File: src/rtl/load_store_unit.sv
// Purpose : RV32I load/store unit; one memory op in flight, byte-lane steering for stores,
//           sign/zero extension for loads, misalignment/illegal-width fault detection.
// Latency : load accept T -> request T+1 -> response T+2 -> writeback T+3; store done at T+2.
// Backpressure: ex_ready is high only in IDLE; the memory request is held stable until mem_req_ready.
// Ports   : clock/reset_n; ex_* op from execute stage (valid/ready); mem_req_* request channel
//           (valid/ready); mem_rsp_* read response; wb_* load writeback pulse; lsu_done and
//           misaligned completion/fault pulses.
module load_store_unit (
  input  logic        clock,
  input  logic        reset_n,
  input  logic        ex_valid,
  output logic        ex_ready,
  input  logic        ex_is_store,
  input  logic [2:0]  ex_funct3,
  input  logic [31:0] ex_addr,
  input  logic [31:0] ex_wdata,
  input  logic [4:0]  ex_rd,
  output logic        mem_req_valid,
  input  logic        mem_req_ready,
  output logic [31:0] mem_req_addr,
  output logic        mem_req_we,
  output logic [3:0]  mem_req_be,
  output logic [31:0] mem_req_wdata,
  input  logic        mem_rsp_valid,
  input  logic [31:0] mem_rsp_rdata,
  output logic        wb_valid,
  output logic [4:0]  wb_rd,
  output logic [31:0] wb_data,
  output logic        lsu_done,
  output logic        misaligned
);

  typedef enum logic [1:0] {IDLE, REQ, WAIT} state_t;

  state_t      state, state_nxt;
  logic        op_store;
  logic [2:0]  op_funct3;
  logic [31:0] op_addr;
  logic [31:0] op_wdata;
  logic [4:0]  op_rd;
  logic        accept;
  logic        illegal;
  logic [31:0] rsp_shifted;
  logic [31:0] load_data;

  // Width/alignment legality of the op currently presented; BU/HU exist only as loads.
  always_comb begin
    illegal = 1'b0;
    case (ex_funct3)
      3'b000:  illegal = 1'b0;
      3'b001:  illegal = ex_addr[0];
      3'b010:  illegal = |ex_addr[1:0];
      3'b100:  illegal = ex_is_store;
      3'b101:  illegal = ex_is_store | ex_addr[0];
      default: illegal = 1'b1;
    endcase
  end

  assign accept = ex_valid && ex_ready;

  always_ff @(posedge clock or negedge reset_n) begin
    if (!reset_n) state <= IDLE;
    else          state <= state_nxt;
  end

  always_comb begin
    state_nxt     = state;
    ex_ready      = 1'b0;
    mem_req_valid = 1'b0;
    case (state)
      IDLE: begin
        ex_ready = 1'b1;
        // Faulting ops complete without leaving IDLE.
        if (ex_valid && !illegal) state_nxt = REQ;
      end
      REQ: begin
        mem_req_valid = 1'b1;
        if (mem_req_ready) state_nxt = op_store ? IDLE : WAIT;
      end
      WAIT: begin
        if (mem_rsp_valid) state_nxt = IDLE;
      end
      default: state_nxt = IDLE;
    endcase
  end

  // Request fields are driven from captured state only, so they cannot move while stalled;
  // they read as zero whenever no request is outstanding.
  always_comb begin
    mem_req_addr  = 32'h0;
    mem_req_we    = 1'b0;
    mem_req_be    = 4'h0;
    mem_req_wdata = 32'h0;
    if (mem_req_valid) begin
      mem_req_addr = {op_addr[31:2], 2'b00};
      mem_req_we   = op_store;
      mem_req_be   = 4'hF;
      if (op_store) begin
        case (op_funct3[1:0])
          2'b00: begin
            mem_req_be    = 4'b0001 << op_addr[1:0];
            mem_req_wdata = {4{op_wdata[7:0]}};
          end
          2'b01: begin
            mem_req_be    = op_addr[1] ? 4'b1100 : 4'b0011;
            mem_req_wdata = {2{op_wdata[15:0]}};
          end
          default: begin
            mem_req_be    = 4'hF;
            mem_req_wdata = op_wdata;
          end
        endcase
      end
    end
  end

  // Bring the addressed byte/half down to bit 0, then extend.
  assign rsp_shifted = mem_rsp_rdata >> {op_addr[1:0], 3'b000};

  always_comb begin
    load_data = rsp_shifted;
    case (op_funct3)
      3'b000:  load_data = {{24{rsp_shifted[7]}}, rsp_shifted[7:0]};
      3'b001:  load_data = {{16{rsp_shifted[15]}}, rsp_shifted[15:0]};
      3'b100:  load_data = {24'h0, rsp_shifted[7:0]};
      3'b101:  load_data = {16'h0, rsp_shifted[15:0]};
      default: load_data = mem_rsp_rdata;
    endcase
  end

  always_ff @(posedge clock or negedge reset_n) begin
    if (!reset_n) begin
      op_store   <= 1'b0;
      op_funct3  <= 3'b000;
      op_addr    <= 32'h0;
      op_wdata   <= 32'h0;
      op_rd      <= 5'd0;
      wb_valid   <= 1'b0;
      wb_rd      <= 5'd0;
      wb_data    <= 32'h0;
      lsu_done   <= 1'b0;
      misaligned <= 1'b0;
    end else begin
      wb_valid   <= 1'b0;
      lsu_done   <= 1'b0;
      misaligned <= 1'b0;
      if (accept) begin
        op_store  <= ex_is_store;
        op_funct3 <= ex_funct3;
        op_addr   <= ex_addr;
        op_wdata  <= ex_wdata;
        op_rd     <= ex_rd;
        if (illegal) begin
          misaligned <= 1'b1;
          lsu_done   <= 1'b1;
        end
      end
      if (state == REQ && mem_req_ready && op_store) lsu_done <= 1'b1;
      if (state == WAIT && mem_rsp_valid) begin
        wb_valid <= 1'b1;
        lsu_done <= 1'b1;
        wb_rd    <= op_rd;
        wb_data  <= load_data;
      end
    end
  end

endmodule

File: config.mk
export PLATFORM = sky130hd
export DESIGN_NAME = load_store_unit
export DESIGN_NICKNAME = d
export VERILOG_FILES = /design/src/rtl/load_store_unit.sv
export SDC_FILE = /design/constraint.sdc
export NUM_CORES = 1
export LEC_CHECK = 0
export CORE_MARGIN = 2
export CORE_UTILIZATION = 40
export DETAILED_ROUTE_END_ITERATION = 10
export DONT_BUFFER_PORTS = 1
export PLACE_DENSITY = 0.65
export SLEW_MARGIN = 20
export SYNTH_ARGS = -nofsm -noshare
export SYNTH_HDL_FRONTEND = slang
export SYNTH_SLANG_ARGS = --single-unit
File: constraint.sdc
create_clock -name clock -period 2.95 [get_ports clock]
set_input_delay 0.4425 -clock clock [delete_from_list [all_inputs] [get_ports clock]]
set_output_delay 0.4425 -clock clock [all_outputs]
set_load 0.01 [all_outputs]
# Word level (Yosys, flattened, before mapping)
# Cells that the tools add are included.
# W data, S select, Z words.
# op_classes
n_eq_ne	13
shift	2
muxes	23
bitwise_logic	1
n_reduce_logical	12
# op_table
op	n
$pmux W32 S4	1
$mux W32	3
$pmux W32 S2	1
$shr A32 B5 Y16	1
$eq A3 B3 Y1 const B	4
$mux W4	3
$mux W1	8
$mux W2	4
$pmux W4 S2	1
$eq A3 B1 Y1 const B	2
$logic_not A3 Y1	2
$ne A2 B2 Y1 const B	3
$pmux W2 S3	1
$logic_and A1 B1 Y1	5
$pmux W1 S5	1
$eq A2 B1 Y1 const B	2
$logic_not A2 Y1	2
$shl A1 B2 Y4 const A	1
$eq A3 B2 Y1 const B	1
$reduce_and A3 Y1	1
$eq A2 B2 Y1 const B	1
$reduce_or A2 Y1	1
$logic_not A1 Y1	1
$or A1 B1 Y1	1
# word_totals
register_bits	115
input_bits	110
output_inout_bits	111
wordCells	62

# Longest topological paths before layout
# Gate-level depths: netlist of the first run.
# depth
word_depth	6
mapped_depth	7

# Worst setup path before layout of the first run
# Ideal clock, no wire load.
# synth_timing
path_type	register to register
from	register state[0]
to	register op_addr[12]
arrival_time_ns	1.658
t_required_ns	2.825
slack_ns	1.167
stages_incl_launch_ff	7
synth_period_minus_slack_ns	1.783
cell_sequence	dfrtp_1 -> nor2_1 -> and2_1 -> clkbuf_1 -> buf_2 -> buf_2 -> mux2_2
# synth_via
elab_chain_len	3
# synth_rtl
element	line_no	source
start, declared	35	state_t state, state_nxt;
start signal, assigned	63	else state <= state_nxt;
$logic_not A2 Y1	70	case (state)
$mux W1	70	
via ex_ready	12	output logic ex_ready,
$logic_and A1 B1 Y1	59	assign accept = ex_valid && ex_ready;
end signal, assigned	150	op_addr <= ex_addr;
end, declared	38	logic [31:0] op_addr;
# The timed path passes the listed nets, and every way through them passes these cells.
# A chain may end at the register's enable or synchronous reset.

# Final worst setup path of the first run
# layout_timing
from	register op_funct3[0]
to	output mem_req_be[0]
# layout_via
elab_chain_len	4
word_cells_on_any_way	5
cone_classes	eq/ne: 1; mux: 3; reduce/logical: 1
# layout_rtl
element	line_no	source
start, declared	37	logic [2:0] op_funct3;
start signal, assigned	149	op_funct3 <= ex_funct3;
$eq A2 B1 Y1 / $logic_not A2 Y1 (equally long branches)	99	case (op_funct3[1:0])
$pmux W4 S2 *	99	
$mux W4 *	98	if (op_store) begin
$mux W4 *	94	if (mem_req_valid) begin
end, declared	22	output logic [3:0] mem_req_be,
# Every way passes the cells marked *; elsewhere a longest branch is shown, timed or not.

==> results of run 1 <==
[power groups by stage]
stage          Combinational (mW)  Clock (mW)  Sequential [mW]
3_5_place_dp                 1.38           0             2.68
4_1_cts                      1.38        2.26             2.66
6_report                     1.37        2.22             2.65
2_1_floorplan                1.18           0             2.46
5_1_grt                      1.52        2.35             2.73
3_3_place_gp                 1.34           0             2.65
[layout make-up]
cell class	count	area [um2]	area share (%)
Clock buffer	18	439	6.65
Clock inverter	14	200	3.03
Inverter	8	30.0	0.455
Multi-Input combinational cell	375	2570	38.9
Sequential cell	115	2880	43.6
Tap cell	180	225	3.41
Timing Repair Buffer	33	260	3.94
[metal layers]
| metal | vias to the layer above | track usage, % |
|---|---|---|
| met3 | 18 | 9.23 |
| met4 | 0 | 6.96 |
| met5 | - | 0 |
| met1 | 2063 | 23.1 |
| li1 | 1899 | - |
| met2 | 169 | 33.0 |
[kinds of logic after synthesis]
family / count (synthesis)
simple gates: 187
flops: 115
compound gates: 83
other cells: 1
mux: 103
buf+inv: 52
[synth_stat cells (13+ instances only)]
master                     number
sky130_fd_sc_hd__mux2i_1       32
sky130_fd_sc_hd__buf_2         13
sky130_fd_sc_hd__and3_1        13
sky130_fd_sc_hd__nand3_1       32
sky130_fd_sc_hd__dfrtp_1      115
sky130_fd_sc_hd__a21oi_1       26
sky130_fd_sc_hd__nand2_1       63
sky130_fd_sc_hd__nor2_1        29
sky130_fd_sc_hd__and2_1        31
sky130_fd_sc_hd__clkbuf_1      25
sky130_fd_sc_hd__o21ai_0       28
sky130_fd_sc_hd__mux2_2        70
[registers in the layout (all words and copies together), names as in the netlist]
name and cells:
lsu_done 1, misaligned 1, op_addr 32, op_funct3 3, op_rd 5, op_store 1, op_wdata 32, state 2
wb_data 32, wb_rd 5, wb_valid 1
[worst paths after layout]
check,endpoint,cells after the start,slack [ns],startpoint
worst max-delay path,mem_req_be[0],3,0.28,op_funct3[0]
worst min-delay path,wb_data[14],0,-0.28,reset_n
worst max register to register,wb_data[22],4,0.76,op_funct3[0]
worst min register to register,wb_rd[3],2,0.46,op_rd[3]
max in group asynchronous,op_wdata[14],0,3.08,reset_n
min in group clock,state[1],1,0.12,mem_rsp_valid
[worst max-delay path, delay by kind of cell (launching register included)]
| family | cells | cell delay (ns) |
|---|---|---|
| compound gates | 2 | 0.61 |
| buf+inv | 1 | 0.28 |
| flops | 1 | 0.92 |
[stage by stage]
step / utilization, % / hold slack [ns] / std cells
5_1_grt: 47.6 / -0.307 / 743
6_report: 47.6 / -0.282 / 743
3_3_place_gp: 43.0 / 0.150 / 711
3_5_place_dp: 43.0 / 0.150 / 711
4_1_cts: 47.6 / -0.297 / 743
2_1_floorplan: - / 0.147 / 542
==> results.rst, run 1 <==
.. list-table::
   :header-rows: 1

   * - Metric
     - Value
   * - Placed instance area
     - 5960 um2
   * - Pin count of the biggest net entering global routing
     - ~120
   * - Weighted congestion at the end of routability-driven global placement
     - around 0.87
   * - Clock slew seen by the registers of the worst setup and hold paths
     - around 0.06 ns
   * - Final setup skew
     - 0.00781 ns
   * - Main combinational cell family by area after synthesis
     - multiplexers
   * - Number of standard-cell rows in the floorplan
     - 43
   * - Least setup slack across all paths after layout
     - ~0.28 ns
   * - CTS Root Cell
     - sky130_fd_sc_hd__clkbuf_16
   * - Highest metal layer with signal wires
     - met4
   * - Drt first-iter violations
     - roughly 310
   * - Minimum hold slack
     - -0.282 ns
   * - Fin Setup TNS
     - 0 ns
   * - Critical path capture point type
     - output port
   * - Vias in the first global route
     - between 4000 and 5000
   * - Worst slack, placed
     - approximately 0.7 ns
   * - Sequential element share of the synthesized area
     - 50.7%
   * - Max Root-Sink Buffers
     - 2
   * - Data arrival at the endpoint of the critical path
     - approximately 2.2 ns
   * - Diode insertion count for antenna repair
     - 0
   * - Most common cell after layout, fill and taps aside
     - sky130_fd_sc_hd__dfrtp_1
   * - Boundary Pins
     - between 200 and 250
   * - Post-route fraction of the period consumed by the critical path
     - between 90 and 100%
   * - Number of slew-limit violations in the final report
     - 0
   * - Total of warnings raised by yosys
     - 0
   * - Filler Cells Inserted
     - about 1300
   * - Portion of netlist area occupied by mux cells
     - between 10% and 20%
   * - Met1 wire length
     - between 5000 and 6000 um
   * - Synth Area in Adders
     - 0%
   * - Via density per instance
     - approximately 5.6
   * - Max stage delay on crit path
     - approximately 0.9 ns
   * - Count of flip-flops with a built-in enable after synthesis
     - 0
   * - Die height
     - around 120 um
   * - Share of power burned in registers
     - a little over two fifths
   * - Comb pwr share
     - 22.0%
   * - Antenna violations before repair
     - 0
   * - First-pass GRT wire length
     - 23000 um
   * - Commonest cells after routing, fill and taps aside
     - 114 x sky130_fd_sc_hd__dfrtp_1, 70 x sky130_fd_sc_hd__mux2_2, 63 x sky130_fd_sc_hd__nand2_1
   * - Area enclosed by the die boundary
     - between 15000 and 20000 um2
   * - Fraction of layout instances using a drive strength above 1
     - 25.8%
   * - Total GRT Usage
     - between 20% and 30%
   * - Biggest area contributors in the synthesized netlist
     - sky130_fd_sc_hd__dfrtp_1 51%, sky130_fd_sc_hd__mux2_2 14%, sky130_fd_sc_hd__mux2i_1 5.6%
   * - CTS tree
     - yes
   * - Worst slew margin relative to its limit
     - between 30 and 40%
   * - Library cell with the largest summed area after synthesis
     - sky130_fd_sc_hd__dfrtp_1
   * - Starting density of the core
     - between 40% and 50%
   * - Number of failing hold endpoints at the final stage
     - about 120
   * - Total of flip-flops plus latches after synthesis
     - around 120
   * - Insertion delay of the later-clocked pin in the worst-skew pair
     - ~0.42 ns
   * - PwrDens
     - ~950 nW/um2
   * - Leakage power total
     - between 2 and 3 nW
   * - Category of the critical setup timing path
     - register to output port
   * - Setup Viol. Count Final
     - 0
   * - Switching portion of total power
     - between 30% and 40%
   * - Post-synth ARST share
     - 100%
   * - Proportion of power drawn by the clock network
     - ~36%
   * - Post-detailed-placement half-perimeter wirelength
     - approximately 11000 um
   * - Cells after Synth
     - about 540
   * - DR WL met3
     - roughly 1600 um
   * - DRC violations left
     - 0
   * - DRT Pass-1 Iters
     - 4
   * - Area of all placed cells without fillers
     - around 6600 um2
   * - Run status
     - finished with violations
   * - Routed WL
     - 15000 um
   * - Synthesized area per cell
     - approximately 10 um2
   * - Total power
     - approximately 6.2 mW
   * - Cell-by-cell listing of the critical path
     - inv_1 -> a21o_1 -> a21oi_1
   * - Most used flip-flop cell after synthesis
     - sky130_fd_sc_hd__dfrtp_1
   * - Die X-Extent
     - around 120 um
   * - Number of routed nets with antenna violations
     - 0
   * - Final net count
     - 660
   * - H-tree depth
     - 4
   * - WL/cell
     - 20.2 um
   * - Compound-gate portion of the synthesized area
     - 9.09%
   * - Netlist Area Pre-Place
     - 5670 um2
   * - Switch Pwr
     - about 2.0 mW
   * - CTS buffer count
     - 17
   * - # Max-Cap Violations
     - 0
   * - Startpoint Class
     - register
   * - Unrepaired setup endpoints after global routing
     - false
   * - Slew at the pin closest to its max-slew limit
     - around 1 ns
   * - Peak supply drop
     - about 0.40 mV
   * - Cell with the largest stage delay on the worst path
     - sky130_fd_sc_hd__dfrtp_1
   * - Cell-internal power
     - roughly 4.2 mW
   * - P&R area growth vs syn
     - 16.4%
   * - Buffer count from post-CTS setup fixing
     - 0
   * - Number of unique standard cell types used by synthesis
     - around 40
   * - Post-synthesis share of cell area spent on xor and xnor gates
     - 0%
   * - Remaining global-route overflow
     - 0
   * - CTS sink count
     - roughly 120
   * - Portion of synthesized cell area occupied by the leading cell type
     - between 50% and 60%
   * - Minimum clock period after layout
     - 2.67 ns
   * - Resized Gates After CTS
     - 0
   * - Port bufs
     - 0
   * - Routed vias
     - 4149
   * - Violations in the final reports
     - hold timing
   * - Post-synthesis share of cell area spent on and, or, nand and nor gates
     - approximately 16%
   * - Crit Path Max Fanout
     - 22
   * - Wire length on met2
     - 7320 um
   * - Min-delay worst type
     - input pin to async pin
   * - Maximum frequency from static timing analysis
     - 0.375 GHz
   * - Core area
     - about 14000 um2
   * - Critical path data required time
     - about 2.5 ns
No activity file was read; power rests on OpenSTA's default activity.
==> inputs of run 2 (changes only) <==
- BUFFER_PORTS_ARGS: default -> -buffer_cell sky130_fd_sc_hd__buf_2
- DONT_BUFFER_PORTS: 1 -> default
- GPL_ROUTABILITY_DRIVEN: default -> 1
- PLACE_DENSITY: 0.65 -> 0.79
==> run 2 against run 1 <==
Compared with the run above: the run now ends clean; sequential cell count is the same; via count is 16% higher; core utilization is 6.4 points higher; total power is 2.6% higher; worst setup slack got worse by 0.0083 ns; sequential share of layout area down 5.2 points; non-clock buffer count increased by 196; clock-buffer cell count increased by 3; clock power shrank 9.0%; critical path type unchanged; largest power group unchanged.
==> results.rst, run 2 (synthesis gave the netlist of run 1 again) <==
.. list-table::
   :header-rows: 1

   * - Metric
     - Value
   * - Critical path data required time
     - about 2.5 ns
   * - Area enclosed by the die boundary
     - around 15000 um2
   * - P&R area growth vs syn
     - 32.1%
   * - Weighted congestion at the end of routability-driven global placement
     - a little over 0.8
   * - Drt first-iter violations
     - between 150 and 200
   * - Routed vias
     - 4811
   * - # Max-Cap Violations
     - 0
   * - Starting density of the core
     - 40.9%
   * - Fraction of layout instances using a drive strength above 1
     - between 40% and 50%
   * - Routed WL
     - between 15000 and 20000 um
   * - Slew at the pin closest to its max-slew limit
     - slightly above 0.8 ns
   * - Number of slew-limit violations in the final report
     - 0
   * - CTS Root Cell
     - sky130_fd_sc_hd__clkbuf_16
   * - Filler Cells Inserted
     - 1270
   * - Number of standard-cell rows in the floorplan
     - 43
   * - Via density per instance
     - between 5 and 6
   * - PwrDens
     - approximately 850 nW/um2
   * - Critical path capture point type
     - output port
   * - Port bufs
     - 218
   * - Vias in the first global route
     - around 4700
   * - Most common cell after layout, fill and taps aside
     - sky130_fd_sc_hd__buf_2
   * - Min-delay worst type
     - input pin to async pin
   * - Crit Path Max Fanout
     - 22
   * - Footprint of the multi-input gates
     - about 2600 um2
   * - Max Root-Sink Buffers
     - 2
   * - Number of buffers added to fix hold violations after cts
     - 0
   * - Boundary Pins
     - approximately 220
   * - Post-detailed-placement half-perimeter wirelength
     - between 10000 and 15000 um
   * - Unrepaired setup endpoints after global routing
     - false
   * - Commonest cells after routing, fill and taps aside
     - 217 x sky130_fd_sc_hd__buf_2, 114 x sky130_fd_sc_hd__dfrtp_1, 70 x sky130_fd_sc_hd__mux2_2
   * - Core area
     - 13900 um2
   * - Category of the critical setup timing path
     - register to output port
   * - WL/cell
     - 16.3 um
   * - Max stage delay on crit path
     - ~0.87 ns
   * - Area occupied by registers
     - 2880 um2
   * - Final setup skew
     - ~0.0098 ns
   * - Peak supply drop
     - roughly 0.37 mV
   * - Maximum frequency from static timing analysis
     - ~0.37 GHz
   * - Minimum clock period after layout
     - roughly 2.7 ns
   * - First-pass GRT wire length
     - around 24000 um
   * - DRT Pass-1 Iters
     - 4
   * - Post-route fraction of the period consumed by the critical path
     - between 90% and 100%
   * - Resized Gates After CTS
     - 0
   * - Die X-Extent
     - about 120 um
   * - Data arrival at the endpoint of the critical path
     - 2.23 ns
   * - Leakage power total
     - 3.83 nW
   * - Insertion delay of the later-clocked pin in the worst-skew pair
     - 0.41 ns
   * - DRC violations left
     - 0
   * - Number of routed nets with antenna violations
     - 0
   * - H-tree depth
     - 4
   * - Cell with the largest stage delay on the worst path
     - sky130_fd_sc_hd__dfrtp_1
   * - Antenna violations before repair
     - 0
   * - Final net count
     - around 860
   * - Largest registers
     - op_addr x32, op_wdata x32, wb_data x32
   * - Total GRT Usage
     - between 20% and 30%
   * - Setup Viol. Count Final
     - 0
   * - Run status
     - complete, no violations
   * - Fin Setup TNS
     - 0 ns
   * - Worst slew margin relative to its limit
     - 45.9%
   * - Startpoint Class
     - register
   * - Die height
     - ~120 um
   * - Pin count of the biggest net entering global routing
     - about 50
   * - Clock slew seen by the registers of the worst setup and hold paths
     - approximately 0.06 ns
   * - Remaining global-route overflow
     - 0
   * - Post-layout utilization of the core
     - between 50% and 60%
   * - Number of failing hold endpoints at the final stage
     - 0
   * - Cell-by-cell listing of the critical path
     - buf_4 -> mux2i_1 -> nor2_1 -> a21oi_1 -> nor2_1 -> buf_2
   * - CTS tree
     - yes
   * - CTS sink count
     - roughly 120
   * - Crit-path most repeated cell
     - sky130_fd_sc_hd__nor2_1
   * - CTS buffer count
     - 17
   * - Diode insertion count for antenna repair
     - 0
   * - Buffer count from post-CTS setup fixing
     - 0
[run 2: final timing paths]
path                          startpoint                 to  slack (ns)  depth (start not counted)
max                         op_funct3[0]  mem_req_wdata[28]        0.28                          6
min                              reset_n       op_wdata[19]       0.001                          1
max reg2reg                 op_funct3[0]        wb_data[20]        0.87                          4
min reg2reg                     op_rd[2]           wb_rd[2]        0.46                          2
max in group asynchronous        reset_n       op_wdata[15]        2.11                          2
min in group clock         mem_rsp_valid           state[1]        0.24                          2
[run 2: through the flow]
| stage | area [um2] | worst slack (ns) | total power, mW | std cells | hold WS, ns |
|---|---|---|---|---|---|
| floorplan | 5680 | 1.17 | 3.64 | 542 | 0.147 |
| global placement | 6900 | 0.805 | 4.37 | 907 | 0.442 |
| detailed placement | 6900 | 0.689 | 4.42 | 907 | 0.448 |
| CTS | 7490 | 0.246 | 6.47 | 939 | 0.0165 |
| global route | 7490 | 0.0937 | 6.82 | 939 | 0.0256 |
| finish | 7490 | 0.276 | 6.41 | 939 | 0.00104 |
[run 2: area by class of cell]
type	count	share of cell area [%]
inverters	8	0.401
multi-input cells	375	34.3
well taps	180	3.01
clock buffers	21	6.15
clock inverters	11	1.72
repair buffers	229	16.0
flip-flops and latches	115	38.4
[run 2: metal layers]
metal  global-route usage (%)  vias up  share of wire, %
met5                        0        -                 0
met3                     7.75       18               7.7
li1                         -     2295                 -
met4                     5.97        0               1.5
met1                     26.3     2328                42
met2                     34.0      170                48
[run 2: critical path: cells and delay by family (launching register included)]
family / cells / cell delay (ns)
mux: 1 / 0.25
buf+inv: 2 / 0.45
compound gates: 1 / 0.14
flops: 1 / 0.87
simple gates: 2 / 0.11
[run 2: power by group]
part	internal [mW]	leakage (nW)	switching [mW]
Clock	1.29	0.272	0.731
Combinational	0.920	2.17	0.991
Sequential	2.09	1.39	0.385
